[config.mk]
export PLATFORM = sky130hd
export DESIGN_NAME = vga_timing_gen
export DESIGN_NICKNAME = d
export VERILOG_FILES = /design/src/rtl/vga_timing_gen.sv
export SDC_FILE = /design/constraint.sdc
export NUM_CORES = 1
export LEC_CHECK = 0
export BUFFER_PORTS_ARGS = -buffer_cell sky130_fd_sc_hd__buf_2
export CAP_MARGIN = 20
export CORE_AREA = 2 2 76 85
export DETAILED_ROUTE_END_ITERATION = 10
export DIE_AREA = 0 0 78 87
export PLACE_DENSITY = 0.74
export SKIP_LAST_GASP = 1
export SYNTH_ARGS = -nofsm -noshare
export SYNTH_HDL_FRONTEND = slang
export SYNTH_SLANG_ARGS = --single-unit
[constraint.sdc]
create_clock -name i_pix_clk -period 2.3 [get_ports i_pix_clk]
set_input_delay 0 -clock i_pix_clk [delete_from_list [all_inputs] [get_ports i_pix_clk]]
set_output_delay 0 -clock i_pix_clk [all_outputs]
set_load 0.01 [all_outputs]
[src/rtl/vga_timing_gen.sv]
`default_nettype none
// ============================================================================
// Module   : vga_timing_gen
// Brief    : Free-running VGA raster timing generator with registered sync,
//            active-area flag, active coordinates and line/frame strobes.
// Revision : 1.0 - initial release
// ============================================================================
module vga_timing_gen #(
    parameter int HORZ_PIXEL_COUNT = 640,
    parameter int HORZ_FRONT_PORCH = 16,
    parameter int HORZ_SYNC_WIDTH  = 96,
    parameter int HORZ_BACK_PORCH  = 48,
    parameter int VERT_PIXEL_COUNT = 480,
    parameter int VERT_FRONT_PORCH = 10,
    parameter int VERT_SYNC_WIDTH  = 2,
    parameter int VERT_BACK_PORCH  = 33,
    parameter int SYNC_ACTIVE_LOW  = 1
) (
    input  logic        i_pix_clk,
    input  logic        i_reset_n,
    output logic [15:0] o_horz_coord,
    output logic [15:0] o_vert_coord,
    output logic        o_in_active_area,
    output logic        o_horz_sync,
    output logic        o_vert_sync,
    output logic        o_line_start,
    output logic        o_frame_start
);

    localparam int c_H_TOTAL = HORZ_PIXEL_COUNT + HORZ_FRONT_PORCH
                             + HORZ_SYNC_WIDTH + HORZ_BACK_PORCH;
    localparam int c_V_TOTAL = VERT_PIXEL_COUNT + VERT_FRONT_PORCH
                             + VERT_SYNC_WIDTH + VERT_BACK_PORCH;

    localparam logic [15:0] c_H_LAST     = 16'(c_H_TOTAL - 1);
    localparam logic [15:0] c_V_LAST     = 16'(c_V_TOTAL - 1);
    localparam logic [15:0] c_H_ACTIVE   = 16'(HORZ_PIXEL_COUNT);
    localparam logic [15:0] c_V_ACTIVE   = 16'(VERT_PIXEL_COUNT);
    localparam logic [15:0] c_HS_START   = 16'(HORZ_PIXEL_COUNT + HORZ_FRONT_PORCH);
    localparam logic [15:0] c_HS_END     = 16'(HORZ_PIXEL_COUNT + HORZ_FRONT_PORCH
                                               + HORZ_SYNC_WIDTH);
    localparam logic [15:0] c_VS_START   = 16'(VERT_PIXEL_COUNT + VERT_FRONT_PORCH);
    localparam logic [15:0] c_VS_END     = 16'(VERT_PIXEL_COUNT + VERT_FRONT_PORCH
                                               + VERT_SYNC_WIDTH);
    localparam logic        c_SYNC_ON    = (SYNC_ACTIVE_LOW != 0) ? 1'b0 : 1'b1;

    logic [15:0] r_h;
    logic [15:0] r_v;

    logic        w_active;
    logic        w_hsync_on;
    logic        w_vsync_on;

    logic [15:0] r_horz_coord;
    logic [15:0] r_vert_coord;
    logic        r_in_active_area;
    logic        r_horz_sync;
    logic        r_vert_sync;
    logic        r_line_start;
    logic        r_frame_start;

    always_ff @(posedge i_pix_clk or negedge i_reset_n) begin
        if (!i_reset_n) begin
            r_h <= '0;
            r_v <= '0;
        end else if (r_h == c_H_LAST) begin
            r_h <= '0;
            r_v <= (r_v == c_V_LAST) ? '0 : r_v + 16'd1;
        end else begin
            r_h <= r_h + 16'd1;
        end
    end

    assign w_active   = (r_h < c_H_ACTIVE) && (r_v < c_V_ACTIVE);
    assign w_hsync_on = (r_h >= c_HS_START) && (r_h < c_HS_END);
    assign w_vsync_on = (r_v >= c_VS_START) && (r_v < c_VS_END);

    // Outputs register the decode of the pre-edge position, so every output
    // lags the counters by exactly one cycle and syncs come straight from flops.
    always_ff @(posedge i_pix_clk or negedge i_reset_n) begin
        if (!i_reset_n) begin
            r_horz_coord     <= '0;
            r_vert_coord     <= '0;
            r_in_active_area <= 1'b0;
            r_horz_sync      <= ~c_SYNC_ON;
            r_vert_sync      <= ~c_SYNC_ON;
            r_line_start     <= 1'b0;
            r_frame_start    <= 1'b0;
        end else begin
            r_horz_coord     <= w_active ? r_h : '0;
            r_vert_coord     <= w_active ? r_v : '0;
            r_in_active_area <= w_active;
            r_horz_sync      <= w_hsync_on ? c_SYNC_ON : ~c_SYNC_ON;
            r_vert_sync      <= w_vsync_on ? c_SYNC_ON : ~c_SYNC_ON;
            r_line_start     <= (r_h == 16'd0);
            r_frame_start    <= (r_h == 16'd0) && (r_v == 16'd0);
        end
    end

    assign o_horz_coord     = r_horz_coord;
    assign o_vert_coord     = r_vert_coord;
    assign o_in_active_area = r_in_active_area;
    assign o_horz_sync      = r_horz_sync;
    assign o_vert_sync      = r_vert_sync;
    assign o_line_start     = r_line_start;
    assign o_frame_start    = r_frame_start;

endmodule
`default_nettype wire

==> results.txt, run 1 <==
----------------------------------------------------
[Flow run]
  Max-cap violation count ... 0

[Floorplanning]
  Chip width ... 78 um
  Height of the chip ... 87 um
  Core Area ... 6010 um^2
  Count of boundary I/O pins ... 39
  Num rows ... 30
  Total die area ... 6790 um^2
  Effective utilization at floorplan ... 0.480

[Logic synthesis]
  Share of the synthesized area in the top cell type ... 0.581
  Count of flip-flops with a built-in enable after synthesis ... 0
  Synth top area cells ... sky130_fd_sc_hd__dfrtp_1, sky130_fd_sc_hd__xor2_1, sky130_fd_sc_hd__and2_1
  Ys Warns ... 0
  Flip-flop and latch count after synthesis ... 69
  Flip-flop cell with the highest count after synthesis ... sky130_fd_sc_hd__dfrtp_1
  Synth cell types ... 42
  Area leader, netlist ... sky130_fd_sc_hd__dfrtp_1
  Average instance area after synthesis ... 11.4 um^2
  Netlist Area Pre-Place ... 2880 um^2
  Proportion of synthesized flip-flops having asynchronous set or reset ... 1.00
  Fraction of the yosys area taken by sequential cells ... 0.600
  Gate count after technology mapping ... 252
  Most frequent cells after synthesis ... sky130_fd_sc_hd__dfrtp_1, sky130_fd_sc_hd__nand3_1, sky130_fd_sc_hd__and2_1
  Leading cell type by number of instances after synthesis ... sky130_fd_sc_hd__dfrtp_1

[Critical path]
  Critical register-to-register path endpoint ... o_vert_coord[6]
  Cells on worst reg2reg path ... 5
  Worst EP required ... 2580 ps
  CP Capture Type ... flop
  Nature of the critical path startpoint ... flop
  CP max stage delay ... 470 ps
  Largest fanout on the critical path ... 20
  Critical-path cell list ... nor4_1 > nor3b_1 > and4b_1 > buf_4 > and2_2
  Start-to-end type of the worst setup path ... reg -> reg
  Setup slack on the worst flop-to-flop path ... 310 ps
  Critical R2R Launch ... r_h[15]
  Arrival @ worst endpoint ... 2270 ps
  CP max stage cell ... sky130_fd_sc_hd__nor3b_1

[Power]
  Cell leakage power ... 1.66 nW
  Internal portion of total power ... 1.74 mW
  Switching part of the total ... 0.223
  NetSw ... 0.500 mW
  Power per Cell Area ... 654 nW/um^2
  Proportion of power drawn by combinational gates ... 0.021
  Worst IR Drop VDD ... 331 uV
  Clock group share of total power ... 0.432
  Sequential share of power ... 0.547

[CTS]
  Clock-pin slew of the registers on the worst-case setup and hold paths ... 80 ps
  Number of sinks handled by clock tree synthesis ... 69
  H-tree levels ... 3
  CTS tree ... done
  Number of CTS-inserted buffers ... 9
  Setup repair bufs after CTS ... 0
  Root buffer selected by CTS ... sky130_fd_sc_hd__clkbuf_8
  CTS resizes ... 0
  Max clock buf depth ... 2
  Number of hold buffers added after CTS ... 1
  Worst skew pair latency ... 340 ps

[STA]
  Final critical-path setup slack ... 314 ps
  Min Tclk post-route ... 1990 ps
  Final period utilization ... 0.863
  Final setup violation count ... 0
  Number of hold violations in the final report ... 0
  Number of max-slew violations in the final report ... 0
  Unrepaired setup endpoints after global routing ... no
  Maximum operating frequency ... 504 MHz
  Worst setup skew after layout ... 11.1 ps
  Max_slew headroom ... 0.661
  Accumulated negative setup slack ... 0 ps
  Worst Max-Slew Pin Slew ... 508 ps

[Layout]
  Ratio of cells with drive above 1 in the final layout ... 0.232
  Final Net Count ... 315
  Layout-stage area growth over the synthesis result ... 18.7%
  Number of antenna diodes ... 0
  Final Instance Area ... 3420 um^2

[Global route]
  Vias in the first global route ... 1861
  Wire length of the first global-routing pass ... 8840 um
  All-layer global routing usage ... 0.167
  Antenna violations before repair ... 0
  Total gr overflow ... 0
  Largest net degree at the start of global routing ... 70

[Detailed routing]
  Met3 routed WL ... 348 um
  Routed Antenna Nets ... 0
  DR WL met2 ... 2430 um
  Overall via count from detail_route ... 1993
  Detailed Routing Iterations Pass 1 ... 4
  Wire length the detailed router placed on met1 ... 2280 um
  Number of DRC violations after detailed routing ... 0
  Iter 0 DRT Violations ... 128
  Average routed wire per standard cell ... 13.0 um
  Ratio of routed vias to standard cells ... 5.06
  Top Metal Used ... met4
  Total wire length ... 5140 um

[Min path]
  Worst Hold Class ... in -> async

[Place]
  Half-perimeter wire length after placement ... 3480 um
  Post-place instance area ... 3220 um^2
  Placer congestion estimate ... 0.867
  PortBufs ... 38
  Worst slack at placement ... 356 ps

[Outcome]
  Result of the run ... finished, final reports clean

----------------------------------------------------
## final cells by class
type,count,area [um^2]
clock buffer,9,124
clock inverter,7,73.8
fill,504,2580
inverter,8,30.0
multi-input combinational,173,1090
sequential,69,1730
tap,80,100
timing repair buffer,48,280
## stage by stage
step / hold WS [ps] / util / power, mW / instances
after floorplan: -296 / - / 1.26 / 264
after global placement: 41.7 / 0.536 / 1.30 / 377
after detailed placement: 47.0 / 0.536 / 1.30 / 377
after CTS: 218 / 0.570 / 2.26 / 394
after global routing: 255 / 0.570 / 2.33 / 394
final: 195 / 0.570 / 2.24 / 394
## cell usage in the layout, fill, tap and decap left out, drive strengths merged, types with 5 or more instances in the layout
cell    count
nand3      20
conb       13
clkbuf      9
buf        47
a21oi       7
xor2       14
mux2i       5
nand4       7
inv         9
o21ai       5
or3         6
nand2      13
nor2       11
dfrtp      67
xnor2       6
nor4        9
and2       19
nor3       12
## how the worst max path moves through the flow
stage                                  to     from  cells after the start  slack [ps]
final                     o_vert_coord[6]  r_h[15]                      5         310
after global routing               r_v[7]   r_h[0]                      6         170
after CTS                 o_vert_coord[7]  r_h[15]                      5         320
after detailed placement  o_vert_coord[6]  r_h[15]                      5         360
after global placement    o_vert_coord[6]  r_h[15]                      5         320
after floorplan                   r_v[11]   r_h[0]                      5         510
## registers in the layout (all words and copies together) (netlist names)
signal	count
o_horz_coord	16
o_frame_start	1
r_h	16
o_horz_sync	1
o_vert_coord	16
o_vert_sync	1
o_in_active_area	1
o_line_start	1
r_v	16
## critical path, delay by kind of cell (launching register included)
family	cells	cell delay (ps)
simple gates	4	1340
flops	1	400
buf+inv	1	200
## kinds of logic after synthesis
group,after synthesis,share of synthesized area
AND/OR/NAND/NOR,116,0.234
flip-flops,69,0.600
buffers and inverters,22,0.0390
XOR/XNOR,20,0.0607
AO/OA/AOI/OAI,14,0.0269
multiplexers,6,0.0213
adder cells (fa/ha/maj),4,0.0174
other,1,0.00130
## per-layer routing
layer	vias up	track usage
li1	970	-
met3	6	0.0467
met5	-	0
met2	77	0.252
met4	0	0.0718
met1	940	0.227
## power by group through the flow
stage	combinational (mW)	sequential [mW]	clock, mW
after floorplan	0.00184	1.26	0
after global placement	0.0480	1.25	0
after detailed placement	0.0485	1.25	0
after CTS	0.0498	1.23	0.988
after global routing	0.0563	1.23	1.05
final	0.0477	1.23	0.967
No activity file was read; power rests on OpenSTA's default activity.
==> run 2, diff against run 1 <==
--- a/config.mk
+++ b/config.mk
@@ -11,6 +11,7 @@
 export DETAILED_ROUTE_END_ITERATION = 10
 export DIE_AREA = 0 0 78 87
 export PLACE_DENSITY = 0.74
+export RECOVER_POWER = 50
 export SKIP_LAST_GASP = 1
 export SYNTH_ARGS = -nofsm -noshare
 export SYNTH_HDL_FRONTEND = slang
==> run 2 against run 1 <==
Net effect:
- the flow now finishes with violations (max-capacitance violations, max-slew violations)
- clock power barely moved
- critical path depth unchanged
- combinational power decreased by 9.6%
- sequential share of layout area is 0.45 points higher
- cell area decreased by 0.88%
- worst hold slack improved by 280 ps
- critical endpoint unchanged
- largest cell class unchanged
- largest power group unchanged
- highest routed layer unchanged
==> results.txt, run 2 (synthesis results as in run 1) <==
----------------------------------------------------
[Outcome]
  Result of the run ... complete, but fails checks
  Violated checks ... max-capacitance violations, max-slew violations

[CTS]
  Max clock buf depth ... 2 (unchanged)
  Clock-pin slew of the registers on the worst-case setup and hold paths ... 80 ps (about the same)
  Worst skew pair latency ... 340 ps (about the same)
  Setup repair bufs after CTS ... 0 (unchanged)
  CTS tree ... done
  H-tree levels ... 3 (unchanged)
  Number of sinks handled by clock tree synthesis ... 69 (unchanged)
  Root buffer selected by CTS ... sky130_fd_sc_hd__clkbuf_8
  Number of CTS-inserted buffers ... 9 (unchanged)

[STA]
  Max_slew headroom ... -0.0821 (-0.743)
  Worst setup skew after layout ... 10.3 ps (-0.780 ps)
  Unrepaired setup endpoints after global routing ... no
  Worst hold slack after final layout ... 474 ps (+279 ps)
  Number of hold violations in the final report ... 0 (unchanged)
  Accumulated negative setup slack ... 0 ps (unchanged)
  Number of max-slew violations in the final report ... 70 (+70)
  Final setup violation count ... 0 (unchanged)
  Maximum operating frequency ... 509 MHz (+1.0%)
  Min Tclk post-route ... 1970 ps (-20.2 ps)
  Final period utilization ... 0.855 (-0.00880)
  Worst Max-Slew Pin Slew ... 1620 ps (+1110 ps)

[Floorplanning]
  Total die area ... 6790 um^2 (unchanged)
  Chip width ... 78 um (unchanged)
  Count of boundary I/O pins ... 39 (unchanged)
  Num rows ... 30 (unchanged)
  Effective utilization at floorplan ... 0.480 (unchanged)
  Core Area ... 6010 um^2 (unchanged)
  Height of the chip ... 87 um (unchanged)

[Detailed routing]
  Number of DRC violations after detailed routing ... 0 (unchanged)
  Wire length the detailed router placed on met1 ... 2290 um (+0.35%)
  DR WL met2 ... 2470 um (+1.4%)
  Met3 routed WL ... 332 um (-4.6%)
  Total wire length ... 5180 um (+0.70%)
  Overall via count from detail_route ... 2006 (+0.65%)
  Average routed wire per standard cell ... 13.1 um (+0.70%)
  Ratio of routed vias to standard cells ... 5.09 (+0.65%)
  Detailed Routing Iterations Pass 1 ... 4 (unchanged)
  Top Metal Used ... met4
  Routed Antenna Nets ... 0 (unchanged)
  Iter 0 DRT Violations ... 129 (+0.78%)

[Place]
  Cells after DPL ... 377 (unchanged)
  Half-perimeter wire length after placement ... 3480 um (unchanged)
  PortBufs ... 38 (unchanged)
  Placer congestion estimate ... 0.867 (unchanged)

[Global route]
  Largest net degree at the start of global routing ... 70 (unchanged)
  All-layer global routing usage ... 0.167 (unchanged)
  Total gr overflow ... 0 (unchanged)
  Wire length of the first global-routing pass ... 8840 um (unchanged)
  Vias in the first global route ... 1861 (unchanged)
  Antenna violations before repair ... 0 (unchanged)

[Layout]
  Ratio of cells with drive above 1 in the final layout ... 0.194 (-0.0382)
  Area occupied by registers ... 1730 um^2 (unchanged)
  Final Net Count ... 315 (unchanged)
  Post-route non-filler standard cell count ... 394 (unchanged)
  Most common cell after layout, fill and taps aside ... sky130_fd_sc_hd__dfrtp_1
  Number of antenna diodes ... 0 (unchanged)
  Count of fill cells added during filler insertion ... 516 (+2.4%)
  Share of the core filled with cells ... 0.565 (-0.00500)
  Layout-stage area growth over the synthesis result ... 17.7%
  Area of the multi-input gates ... 1090 um^2 (unchanged)
  Commonest cells after routing, fill and taps aside ... sky130_fd_sc_hd__dfrtp_1, sky130_fd_sc_hd__buf_2, sky130_fd_sc_hd__nand3_1

[Critical path]
  Worst EP required ... 2590 ps (about the same)
  Start-to-end type of the worst setup path ... reg -> reg
  CP max stage cell ... sky130_fd_sc_hd__nor3b_1
  Arrival @ worst endpoint ... 2250 ps (-20 ps)
  Cells on worst reg2reg path ... 5 (unchanged)
  CP Capture Type ... flop
  Critical R2R Launch ... r_h[15]
  Critical register-to-register path endpoint ... o_vert_coord[6]
  Largest fanout on the critical path ... 20 (unchanged)
  CP max stage delay ... 460 ps (about the same)
  Nature of the critical path startpoint ... flop
  Setup slack on the worst flop-to-flop path ... 330 ps (+20 ps)
  Critical-path cell list ... nor4_1 > nor3b_1 > and4b_1 > buf_4 > and2_2

[Power]
  Power per Cell Area ... 659 nW/um^2 (+0.77%)
  Cell leakage power ... 1.60 nW (-3.1%)
  Worst IR Drop VDD ... 330 uV (-0.28%)

[Min path]
  Cells on Worst Hold Path ... 1
  Worst Hold Class ... reg -> reg
  End of the worst hold path ... r_v[15]
  Start point of the worst min-delay path ... r_v[15]

[Flow run]
  Max-cap violation count ... 1 (+1)

----------------------------------------------------
## run 2: cell types whose count changed in the layout (fill, tap and decap cells not counted), sizes merged
cell	previous run	this run
buf	47	34
clkbuf	9	22
## run 2: stage by stage
stage | cell area [um^2] | total power, mW | worst slack [ps]
finish | 3390 | 2.24 | 334
global route | 3390 | 2.33 | 174
CTS | 3420 | 2.26 | 322
detailed placement | 3220 | 1.30 | 356
global placement | 3220 | 1.30 | 317
floorplan | 2930 | 1.26 | 512
## run 2: how the worst max path moves through the flow
stage / to / slack (ps) / cells after the start / startpoint
floorplan: r_v[11] / 510 / 5 / r_h[0]
global placement: o_vert_coord[6] / 320 / 5 / r_h[15]
detailed placement: o_vert_coord[6] / 360 / 5 / r_h[15]
CTS: o_vert_coord[7] / 320 / 5 / r_h[15]
global route: r_v[7] / 170 / 6 / r_h[0]
finish: o_vert_coord[6] / 330 / 5 / r_h[15]
## run 2: what timing repair did
item	4_1_cts	5_1_grt
hold endpoints to repair	69	0
resized for setup	0	0
endpoints found under the setup margin	0	0
hold buffers	1	0
## run 2: area by class of cell
cell class	instances	area share
inverters	8	0.00885
repair buffers	48	0.0737
clock inverters	7	0.0217
multi-input cells	173	0.320
well taps	80	0.0295
clock buffers	9	0.0365
flip-flops and latches	69	0.509
## run 2: critical path: cells and delay by family, from the launching register on
kind,cells,cell delay (ps)
simple gates,4,1310
flops,1,400
buf+inv,1,200
## run 2: where the power goes
| group | internal (mW) | switching, mW |
|---|---|---|
| registers | 1.22 | 0.00225 |
| logic | 0.00901 | 0.0341 |
| clock network | 0.503 | 0.466 |
| total | 1.74 | 0.502 |
## run 2: metal layers
layer / global-route usage / vias to the layer above
met5: 0 / -
met4: 0.0718 / 0
met2: 0.252 / 70
met3: 0.0467 / 8
met1: 0.227 / 958
li1: - / 970
